[src/rtl/row_port_arbiter.sv]
// Round-robin arbiter sharing the host row-read port between the snapshot loader (0)
// and the lookahead reader (1). Rows beyond the board are answered locally as a full floor.
module row_port_arbiter_lane (
  input  logic       clk,
  input  logic       reset,
  input  logic       grant,
  input  logic       finish,
  input  logic       clear,
  input  logic [9:0] fin_data,
  output logic       gnt,
  output logic       done,
  output logic [9:0] data
);
  always_ff @(posedge clk or posedge reset) begin
    if (reset) begin
      gnt  <= 1'b0;
      done <= 1'b0;
      data <= '0;
    end else begin
      if (grant) gnt <= 1'b1;
      if (finish) begin
        done <= 1'b1;
        data <= fin_data;
      end
      if (clear) begin
        gnt  <= 1'b0;
        done <= 1'b0;
      end
    end
  end
endmodule

module row_port_arbiter #(
  parameter int HOST_LAT = 1,
  parameter int NUM_ROWS = 20
) (
  input  logic       clk,
  input  logic       reset,
  input  logic       host_ready,
  output logic       row_req,
  output logic [5:0] row,
  input  logic [9:0] row_info,
  input  logic       req0,
  input  logic       req1,
  input  logic [5:0] row0,
  input  logic [5:0] row1,
  output logic       gnt0,
  output logic       gnt1,
  output logic       done0,
  output logic       done1,
  output logic [9:0] data0,
  output logic [9:0] data1,
  output logic       busy
);
  localparam int         NREQ     = 2;
  localparam logic [5:0] NR       = 6'(NUM_ROWS);
  localparam logic [1:0] CNT_INIT = 2'(HOST_LAT - 1);

  typedef enum logic [1:0] {IDLE, ISSUE, WAIT, DONE} state_t;
  state_t state, state_nx;

  logic [NREQ-1:0]       req;
  logic [NREQ-1:0][5:0]  rows;
  logic                  last, cur, sel, grant_en, in_range;
  logic [1:0]            cnt;
  logic [NREQ-1:0]       lane_grant, lane_finish;
  logic                  lane_clear;
  logic [9:0]            fin_data;
  logic [NREQ-1:0]       gnt_v, done_v;
  logic [NREQ-1:0][9:0]  data_v;

  assign req  = {req1, req0};
  assign rows = {row1, row0};

  always_comb begin
    sel         = (req[0] & req[1]) ? ~last : req[1];
    in_range    = rows[sel] < NR;
    grant_en    = (state == IDLE) && host_ready && (|req);
    state_nx    = state;
    lane_grant  = '0;
    lane_finish = '0;
    lane_clear  = 1'b0;
    fin_data    = row_info;
    case (state)
      IDLE: if (grant_en) begin
        lane_grant[sel] = 1'b1;
        if (in_range) state_nx = ISSUE;
        else begin
          lane_finish[sel] = 1'b1;
          fin_data         = 10'h3FF;
          state_nx         = DONE;
        end
      end
      ISSUE: state_nx = WAIT;
      WAIT: if (cnt == 2'd0) begin
        lane_finish[cur] = 1'b1;
        state_nx         = DONE;
      end
      // Requests are deliberately ignored here so a requester dropping req on done is not re-granted.
      DONE: begin
        lane_clear = 1'b1;
        state_nx   = IDLE;
      end
      default: state_nx = IDLE;
    endcase
  end

  always_ff @(posedge clk or posedge reset) begin
    if (reset) state <= IDLE;
    else       state <= state_nx;
  end

  // last resets to 1 so a simultaneous request pair favours requester 0.
  always_ff @(posedge clk or posedge reset) begin
    if (reset) begin
      row_req <= 1'b0;
      row     <= '0;
      last    <= 1'b1;
      cur     <= 1'b0;
      cnt     <= '0;
      busy    <= 1'b0;
    end else begin
      busy    <= (state_nx != IDLE);
      row_req <= grant_en & in_range;
      if (grant_en) begin
        last <= sel;
        cur  <= sel;
        if (in_range) row <= rows[sel];
      end
      if (state == ISSUE)     cnt <= CNT_INIT;
      else if (state == WAIT) cnt <= cnt - 2'd1;
    end
  end

  for (genvar i = 0; i < NREQ; i++) begin : g_lane
    row_port_arbiter_lane u_lane (
      .clk      (clk),
      .reset    (reset),
      .grant    (lane_grant[i]),
      .finish   (lane_finish[i]),
      .clear    (lane_clear),
      .fin_data (fin_data),
      .gnt      (gnt_v[i]),
      .done     (done_v[i]),
      .data     (data_v[i])
    );
  end

  assign gnt0  = gnt_v[0];
  assign gnt1  = gnt_v[1];
  assign done0 = done_v[0];
  assign done1 = done_v[1];
  assign data0 = data_v[0];
  assign data1 = data_v[1];
endmodule

[config.mk]
export PLATFORM = sky130hd
export DESIGN_NAME = row_port_arbiter
export DESIGN_NICKNAME = d
export VERILOG_FILES = /design/src/rtl/row_port_arbiter.sv
export SDC_FILE = /design/constraint.sdc
export NUM_CORES = 1
export LEC_CHECK = 0
export ABC_AREA = 1
export BUFFER_PORTS_ARGS = -buffer_cell sky130_fd_sc_hd__buf_2
export CORE_MARGIN = 2
export CORE_UTILIZATION = 54
export CTS_CLUSTER_DIAMETER = 120
export DETAILED_ROUTE_END_ITERATION = 8
export PLACE_DENSITY = 0.84
export SETUP_SLACK_MARGIN = 0.02
export SLEW_MARGIN = 15
export SYNTH_ARGS = -nofsm -noshare
export SYNTH_HDL_FRONTEND = slang
export SYNTH_SLANG_ARGS = --single-unit
[constraint.sdc]
create_clock -name clk -period 3.57 [get_ports clk]
set_clock_uncertainty 0.1 [all_clocks]
set_input_delay 0.8925 -clock clk [delete_from_list [all_inputs] [get_ports clk]]
set_output_delay 0.8925 -clock clk [all_outputs]
set_load 0.02 [all_outputs]
==> results of run 1 <==
[worst max-delay path by stage]
stage | start | cells after the start | endpoint
final | state[0]$_DFF_PP0_ | 11 | g_lane[0].u_lane.done$_DFFE_PP0P_
after global routing | state[0]$_DFF_PP0_ | 12 | g_lane[0].u_lane.done$_DFFE_PP0P_
after CTS | state[0]$_DFF_PP0_ | 11 | g_lane[0].u_lane.done$_DFFE_PP0P_
after detailed placement | req0 | 14 | g_lane[1].u_lane.done$_DFFE_PP0P_
after global placement | req0 | 14 | g_lane[1].u_lane.done$_DFFE_PP0P_
after floorplan | req0 | 12 | g_lane[1].u_lane.data[0]$_DFFE_PP0P_
[registers in the layout, indices dropped and copies added, names as in the netlist]
signal,cells
g_lane.u_lane.data,20
row,6
cnt,2
g_lane.u_lane.done,2
g_lane.u_lane.gnt,2
state,2
busy,1
cur,1
last,1
row_req,1
[where the power goes]
part	switching, mW	internal [mW]	leakage [nW]	total [mW]
Combinational	0.626	0.338	0.826	0.964
Sequential	0.114	0.642	0.464	0.756
Clock	0.147	0.147	0.0374	0.294
Total	0.887	1.13	1.33	2.01
[Yosys cell counts (2+ instances only)]
cell type	count
nand2_2	8
buf_4	2
nand3_1	25
o31ai_2	2
a21oi_1	2
o21ai_0	3
dfrtp_1	37
nand2_1	81
buf_6	3
inv_1	26
nand2_4	2
o21ai_1	2
ha_1	6
clkbuf_1	2
inv_2	2
nor2_1	10
o211ai_1	2
[cells by family after synthesis]
family	count (synthesis)	synth area share
compound gates	13	0.0476
fa+ha+maj	6	0.0403
buf+inv	36	0.0899
flops	38	0.511
simple gates	131	0.311
[cell type report]
type | count | area [um2] | area share
clock buffer | 5 | 37.5 | 0.0167
clock inverter | 3 | 45.0 | 0.0201
inverter | 29 | 111 | 0.0496
multi-input combinational | 150 | 744 | 0.331
sequential | 38 | 952 | 0.424
tap | 46 | 57.6 | 0.0256
timing repair buffer | 59 | 298 | 0.133
[worst max-delay path, delay by kind of cell (launching register included)]
family,cells,cell delay (ns)
adders and majority gates,1,0.18
and+or+nand+nor,8,1.01
buffers and inverters,2,0.25
DFF,1,0.44
[routing by layer]
metal / track usage / vias up / wire length (um)
met5: 0 / - / 0
met4: 0.106 / 0 / 65
met3: 0.0468 / 5 / 220
met2: 0.324 / 51 / 1690
met1: 0.287 / 714 / 1720
li1: - / 815 / -
==> reports/summary.txt, run 1 <==
Mean Syn Cell Area - 8.32 um2
Critical Path RT - 3.73 ns
Root Driver - clkbuf_4
Non-Filler Instances - 330
synthesized instance count - 224
DRC Markers - 0
setup bufs post-CTS - 0
hold endpoint - row[5]$_DFFE_PP0P_
reg2reg setup slack - 1.52 ns
CP Max Fanout - 11
vias in the first global route - 1486
count of hold-fix buffers inserted at cts - 0
Crit. End Element - flip-flop
CP peak stage delay - 0.44 ns
Area growth, synth to finish - 20.5%
pin count of the biggest net entering global routing - 25
initial DRC count - 66
register area share after synthesis - 0.511
vias - 1585
Die Wd - 62.8 um
die area - 3940 um2
endpoints failing hold - 0
Distinct cells, synth - 26
hold depth - 2
antenna cell count - 0
Hold Path Origin - row[5]$_DFFE_PP0P_
Yosys top cell area share - 0.497
port bufs - 58
Tmin final - 2.05 ns
I/O pin count - 59
crit share post-route - 0.575
cell chain of the critical path - inv_1 -> ha_1 -> nand2_1 -> nor2_4 -> inv_2 -> nor2_2 -> nand2_2 -> nand2_2 -> nand2_1 -> nand3_1 -> nand2_1
slowest CP cell - dfrtp_1
WS Path Type - reg -> reg
Design Power - 2.01 mW
cts repair resizes - 0
Pleak - 1.33 nW
dpl cells - 322
synth warn - 0
H-tree levels - 2
Initial Util - 0.559
f_max - 487 MHz
routed wire length - 3690 um
initial antenna violation count - 0
Core ar. - 3340 um2
design area - 2250 um2
post-detailed-route count of antenna-violating nets - 0
Reg2Reg Capture Point - g_lane[0].u_lane.done$_DFFE_PP0P_
Synth area leaders - dfrtp_1 50%, nand2_1 16%, nand3_1 6.7%
GPL Wtd Cong - 0.878
final setup fails - 0
Setup TNS - 0 ns
layout cells sized above 1 - 0.306
wire length per cell - 11.2 um
register bit total from synthesis - 38
GRT Total Usage - 0.212
Peak VDD IR - 0.473 mV
Inserted Clock Buffers - 5
most frequent CP cell - nand2_1
FF-to-FF path depth - 11
TritonCTS clock tree - built
Vias/cell - 4.80
# nets final - 316
Max Slew Vio Count - 0
Die Ht - 62.8 um
Post-synth EDFFs - 0
pwr dens - 897 nW/um2
Synth Flop Type - dfrtp_1
HPWL after detailed placement - 2860 um
pre-CTS setup slack - 1.17 ns
RSZ-0062 raised after global routing - no
clk buf depth - 2
fraction of registers with async set or reset after synthesis - 1.00
Worst Hold Class - reg -> reg
slew at the pin closest to its max-slew limit - 0.870 ns
area leader, netlist - dfrtp_1
number of fill cells - 289
final worst slack - 1.52 ns
GRT overflow - 0
Cell Area, Synth - 1860 um2
Clk pin slew, worst setup/hold paths - 0.12 ns
clk sinks - 38
dpl cell area - 2160 um2
Max Cap Viol - 0
CP arrival - 2.22 ns
RR Startpoint - state[0]$_DFF_PP0_
status - complete, no violations
Syn Nets - 257
final core utilization - 0.673
Worst slew margin - 0.420
std cell rows - 21
TritonRoute pass-1 iters - 4
worst hold slack - 0.376 ns
worst-skew pair later-pin latency - 0.35 ns
most common cell after layout, fill and taps aside - nand2_1
startpoint type of the worst setup path - flip-flop
first-pass GRT wire length - 6440 um
most frequent cells in the layout - 81 x nand2_1, 58 x buf_2, 37 x dfrtp_1
Note: power is estimated with default switching activity, not from simulation.
==> inputs of run 2 (changes only) <==
--- a/config.mk
+++ b/config.mk
@@ -5,13 +5,13 @@
 export SDC_FILE = /design/constraint.sdc
 export NUM_CORES = 1
 export LEC_CHECK = 0
-export ABC_AREA = 1
+export ABC_AREA = 0
 export BUFFER_PORTS_ARGS = -buffer_cell sky130_fd_sc_hd__buf_2
 export CORE_MARGIN = 2
-export CORE_UTILIZATION = 54
+export CORE_UTILIZATION = 49
 export CTS_CLUSTER_DIAMETER = 120
 export DETAILED_ROUTE_END_ITERATION = 8
-export PLACE_DENSITY = 0.84
+export PLACE_DENSITY = 0.78
 export SETUP_SLACK_MARGIN = 0.02
 export SLEW_MARGIN = 15
 export SYNTH_ARGS = -nofsm -noshare
==> constraint.sdc (replaced) <==
create_clock -name clk -period 1.9 [get_ports clk]
set_clock_uncertainty 0.1 [all_clocks]
set_input_delay 0.475 -clock clk [delete_from_list [all_inputs] [get_ports clk]]
set_output_delay 0.475 -clock clk [all_outputs]
set_load 0.02 [all_outputs]
==> reports/summary.txt, run 2 <==
Max Cap Viol - 0
synth warn - 0
Core ar. - 3340 um2
H-tree levels - 2
final worst slack - 0.132 ns
# nets final - 240
register area share after synthesis - 0.557
Non-Filler Instances - 254
Worst Hold Class - in -> async
area leader, netlist - dfrtp_1
pin count of the biggest net entering global routing - 39
antenna cell count - 0
Yosys top cell area share - 0.541
Cell Area, Synth - 1710 um2
I/O pin count - 59
endpoints failing hold - 0
CP arrival - 1.92 ns
GPL Wtd Cong - 0.819
Pleak - 1.03 nW
crit share post-route - 0.931
Syn Nets - 169
pwr dens - 1660 nW/um2
CP Max Fanout - 10
Tmin final - 1.77 ns
clk sinks - 38
Synth Flop Type - dfrtp_1
pre-CTS setup slack - -0.00728 ns
layout cells sized above 1 - 0.462
die area - 3980 um2
Distinct cells, synth - 31
post-detailed-route count of antenna-violating nets - 0
Critical Path RT - 2.05 ns
Crit. End Element - flip-flop
DRC Markers - 0
worst hold slack - 0.111 ns
HPWL after detailed placement - 2860 um
port bufs - 58
slew at the pin closest to its max-slew limit - 0.499 ns
GRT overflow - 0
initial antenna violation count - 0
register bit total from synthesis - 38
initial DRC count - 38
clk buf depth - 2
most common cell after layout, fill and taps aside - buf_2
design area - 2200 um2
startpoint type of the worst setup path - flip-flop
TritonRoute pass-1 iters - 4
Largest register FFs - 20
synthesized instance count - 136
Regs by FF count - g_lane.u_lane.data (20), row (6)
vias - 1366
RSZ-0062 raised after global routing - yes
final setup fails - 0
Initial Util - 0.513
Inserted Clock Buffers - 5
Post-synth EDFFs - 0
final core utilization - 0.661
Root Driver - clkbuf_4
vias in the first global route - 1393
Die Wd - 63.1 um
Mean Syn Cell Area - 12.6 um2
Clk pin slew, worst setup/hold paths - 0.13 ns
WS Path Type - reg -> reg
TritonCTS clock tree - built
dpl cells - 246
Vias/cell - 5.38
f_max - 565 MHz
Area growth, synth to finish - 28.9%
Worst slew margin - 0.668
count leader, synth - dfrtp_1
Die Ht - 63.1 um
wire length per cell - 15.4 um
most frequent cells in the layout - 58 x buf_2, 37 x dfrtp_1, 20 x o22a_1
top cells by count, synth - 37 x dfrtp_1, 20 x o22a_1, 12 x nand2_1, 9 x inv_1, 7 x nor2_1
GRT Total Usage - 0.210
status - complete, no violations
std cell rows - 21
Max Slew Vio Count - 0
first-pass GRT wire length - 6430 um
Synth area leaders - dfrtp_1 54%, o22a_1 10%, ha_1 4.4%
Top reg by flops - g_lane.u_lane.data
Peak VDD IR - 0.960 mV
worst-skew pair later-pin latency - 0.35 ns
dpl cell area - 2100 um2
routed wire length - 3910 um
fraction of registers with async set or reset after synthesis - 1.00
==> run 2: repair_timing <==
| action | in CTS | in global routing |
|---|---|---|
| pin swaps | 0 | 0 |
| gates resized for setup | 1 | 4 |
| setup endpoints to repair | 6 | 18 |
| hold buffers | 0 | 0 |
| buffers inserted | 0 | 0 |
==> run 2: worst paths after layout <==
path | cells past startpoint | start | to | slack [ns]
max | 6 | state[0]$_DFF_PP0_ | g_lane[0].u_lane.data[2]$_DFFE_PP0P_ | 0.13
min | 3 | reset | row[5]$_DFFE_PP0P_ | 0.11
max reg2reg | 6 | state[0]$_DFF_PP0_ | g_lane[0].u_lane.data[2]$_DFFE_PP0P_ | 0.13
min reg2reg | 2 | g_lane[0].u_lane.gnt$_DFFE_PP0P_ | g_lane[0].u_lane.gnt$_DFFE_PP0P_ | 0.41
max in group asynchronous | 3 | reset | last$_DFFE_PP1N_ | 1.21
min in group clk | 2 | row_info[7] | g_lane[0].u_lane.data[7]$_DFFE_PP0P_ | 0.24
==> run 2: worst max-delay path, stage by stage, from the launching register on <==
cell and delay (ns):
dfrtp_1 0.42, inv_1 0.09, buf_4 0.15, ha_1 0.21, and3b_1 0.22, nand3_2 0.23, o22a_1 0.26
==> run 2: metrics by stage <==
step / setup TNS (ns) / total power, mW
floorplan: 0 / 2.49
global route: 0 / 3.90
global placement: 0 / 2.99
CTS: 0 / 3.64
finish: 0 / 3.65
detailed placement: -0.0286 / 3.07
==> run 2: area by class of cell <==
cell class              instances  area, um2
repair buffers                 66        350
inverters                       9       33.8
fillers                       279       1130
flip-flops and latches         38        952
clock inverters                 3       45.0
clock buffers                   5       37.5
well taps                      46       57.6
multi-input cells              87        728
==> run 2: routing by layer <==
layer / global-route usage / part of all wire
met4: 0.0778 / 0.013
met1: 0.249 / 0.40
met3: 0.0536 / 0.039
met2: 0.367 / 0.55
met5: 0 / 0
==> run 2: power by group <==
| part | total, mW | internal [mW] | switching [mW] |
|---|---|---|---|
| Clock | 0.571 | 0.276 | 0.295 |
| Combinational | 1.74 | 0.756 | 0.989 |
| Sequential | 1.34 | 1.15 | 0.186 |
| Total | 3.65 | 2.18 | 1.47 |
==> run 2: cell families after synthesis <==
kind of cell | Yosys count | synth area share
muxes | 10 | 0.0753
AOI/OAI and AO/OA | 42 | 0.203
DFF | 38 | 0.557
buffers and inverters | 11 | 0.0329
and+or+nand+nor | 29 | 0.0885
adders and majority gates | 6 | 0.0439
==> inputs of run 3 (changes only) <==
--- a/config.mk
+++ b/config.mk
@@ -5,13 +5,13 @@
 export SDC_FILE = /design/constraint.sdc
 export NUM_CORES = 1
 export LEC_CHECK = 0
-export ABC_AREA = 0
+export ABC_AREA = 1
 export BUFFER_PORTS_ARGS = -buffer_cell sky130_fd_sc_hd__buf_2
 export CORE_MARGIN = 2
-export CORE_UTILIZATION = 49
+export CORE_UTILIZATION = 50
 export CTS_CLUSTER_DIAMETER = 120
 export DETAILED_ROUTE_END_ITERATION = 8
-export PLACE_DENSITY = 0.78
+export PLACE_DENSITY = 0.79
 export SETUP_SLACK_MARGIN = 0.02
 export SLEW_MARGIN = 15
 export SYNTH_ARGS = -nofsm -noshare
==> reports/summary.txt, run 3 (synthesis results as in run 1) <==
status - complete, no violations
vias in the first global route - 1603
antenna cell count - 0
post-detailed-route count of antenna-violating nets - 0
final setup fails - 0
Max Cap Viol - 0
pwr dens - 1670 nW/um2
Pleak - 1.39 nW
Vias/cell - 4.77
design area - 2340 um2
number of fill cells - 346
TritonCTS clock tree - built
first-pass GRT wire length - 6980 um
Core ar. - 3630 um2
Inserted Clock Buffers - 5
Reg2Reg Capture Point - g_lane[1].u_lane.done$_DFFE_PP0P_
layout cells sized above 1 - 0.327
Setup TNS - 0 ns
std cell rows - 22
clk buf depth - 2
Area growth, synth to finish - 25.6%
HPWL after detailed placement - 3030 um
CP arrival - 1.86 ns
initial antenna violation count - 0
Worst slew margin - 0.694
area of the multi-input gates - 754 um2
wire length per cell - 11.5 um
reg2reg setup slack - 0.13 ns
routed wire length - 3940 um
most frequent cells in the layout - 81 x nand2_1, 58 x buf_2, 37 x dfrtp_1
FF/Latch Area - 952 um2
I/O pin count - 59
worst hold slack - 0.173 ns
clk sinks - 38
vias - 1631
pin count of the biggest net entering global routing - 39
WS Path Type - reg -> reg
Crit. End Element - flip-flop
most common cell after layout, fill and taps aside - nand2_1
die area - 4230 um2
slew at the pin closest to its max-slew limit - 0.458 ns
GPL Wtd Cong - 0.811
CP Max Fanout - 11
Clk pin slew, worst setup/hold paths - 0.07 ns
endpoints failing hold - 0
crit share post-route - 0.932
worst-skew pair later-pin latency - 0.30 ns
Regs by FF count - g_lane.u_lane.data (20), row (6)
Critical Path RT - 1.99 ns
startpoint type of the worst setup path - flip-flop
Largest register FFs - 20
GRT Total Usage - 0.220
Die Wd - 65.1 um
Root Driver - clkbuf_8
count of hold-fix buffers inserted at cts - 0
Worst Hold Class - in -> async
RSZ-0062 raised after global routing - yes
# nets final - 326
Initial Util - 0.513
Peak VDD IR - 0.826 mV
port bufs - 58
Top reg by flops - g_lane.u_lane.data
f_max - 565 MHz
dpl cell area - 2240 um2
Die Ht - 65.1 um
FF-to-FF path depth - 13
GRT overflow - 0
Tmin final - 1.77 ns
RR Startpoint - last$_DFFE_PP1N_
Max Slew Vio Count - 0
initial DRC count - 148
final worst slack - 0.129 ns
H-tree levels - 2
DRC Markers - 0
TritonRoute pass-1 iters - 4
pre-CTS setup slack - 0.0723 ns
[run 3: cell types whose count changed in the layout (fill, tap and decap cells not counted), moves of 5 or more]
cell,delta
mux2_4,-5
clkbuf_8,+6
inv_1,+17
o22a_1,-20
nand3_1,+23
clkbuf_4,-5
nand2_2,+5
nand2_1,+70
[run 3: power by group]
group | switching (mW) | internal, mW
logic | 1.22 | 0.715
clock network | 0.278 | 0.292
registers | 0.197 | 1.21
[run 3: critical path: stages (launching register included)]
cell and delay (ns):
dfstp_2 0.54, nand2_2 0.08, nand2_4 0.11, inv_4 0.06, nand2_1 0.08, nand2_2 0.07, nand2_2 0.11, nand2_4 0.07
nand2_2 0.09, nand2_4 0.09, nand2_1 0.09, nand2_1 0.06, nand2_1 0.05, nand2_1 0.05
[run 3: repair_timing]
action | 4_1_cts | 5_1_grt
endpoints found under the setup margin | 0 | 3
buffers inserted | 0 | 0
gates resized for setup | 0 | 2
[run 3: worst max-delay path by stage]
stage / cells past startpoint / startpoint / slack, ns / endpoint
2_1_floorplan: 10 / state[0]$_DFF_PP0_ / 0.25 / g_lane[0].u_lane.data[0]$_DFFE_PP0P_
3_3_place_gp: 13 / req0 / 0.17 / g_lane[1].u_lane.done$_DFFE_PP0P_
3_5_place_dp: 14 / req0 / 0.07 / g_lane[1].u_lane.done$_DFFE_PP0P_
4_1_cts: 13 / last$_DFFE_PP1N_ / 0.1 / g_lane[1].u_lane.done$_DFFE_PP0P_
5_1_grt: 13 / last$_DFFE_PP1N_ / 0.01 / g_lane[1].u_lane.done$_DFFE_PP0P_
6_report: 13 / last$_DFFE_PP1N_ / 0.13 / g_lane[1].u_lane.done$_DFFE_PP0P_
[run 3: final cells by class]
cell class / count / area share
tap: 48 / 0.0256
sequential: 38 / 0.407
inverter: 29 / 0.0475
timing repair buffer: 69 / 0.159
multi-input combinational: 150 / 0.322
clock buffer: 7 / 0.0369
clock inverter: 1 / 0.00214
[run 3: routing by layer]
metal | vias to the layer above | share of wire | track usage
met5 | - | 0 | 0
met4 | 0 | 0.026 | 0.141
met3 | 10 | 0.042 | 0.0399
met2 | 35 | 0.48 | 0.353
met1 | 753 | 0.45 | 0.274
li1 | 833 | - | -
[run 3: metrics by stage]
step,utilization,power [mW],std cells
after detailed placement,0.617,3.36,334
final,0.645,3.92,342
after global placement,0.617,3.29,334
after floorplan,-,2.75,224
after global routing,0.645,4.28,342
after CTS,0.642,3.93,342
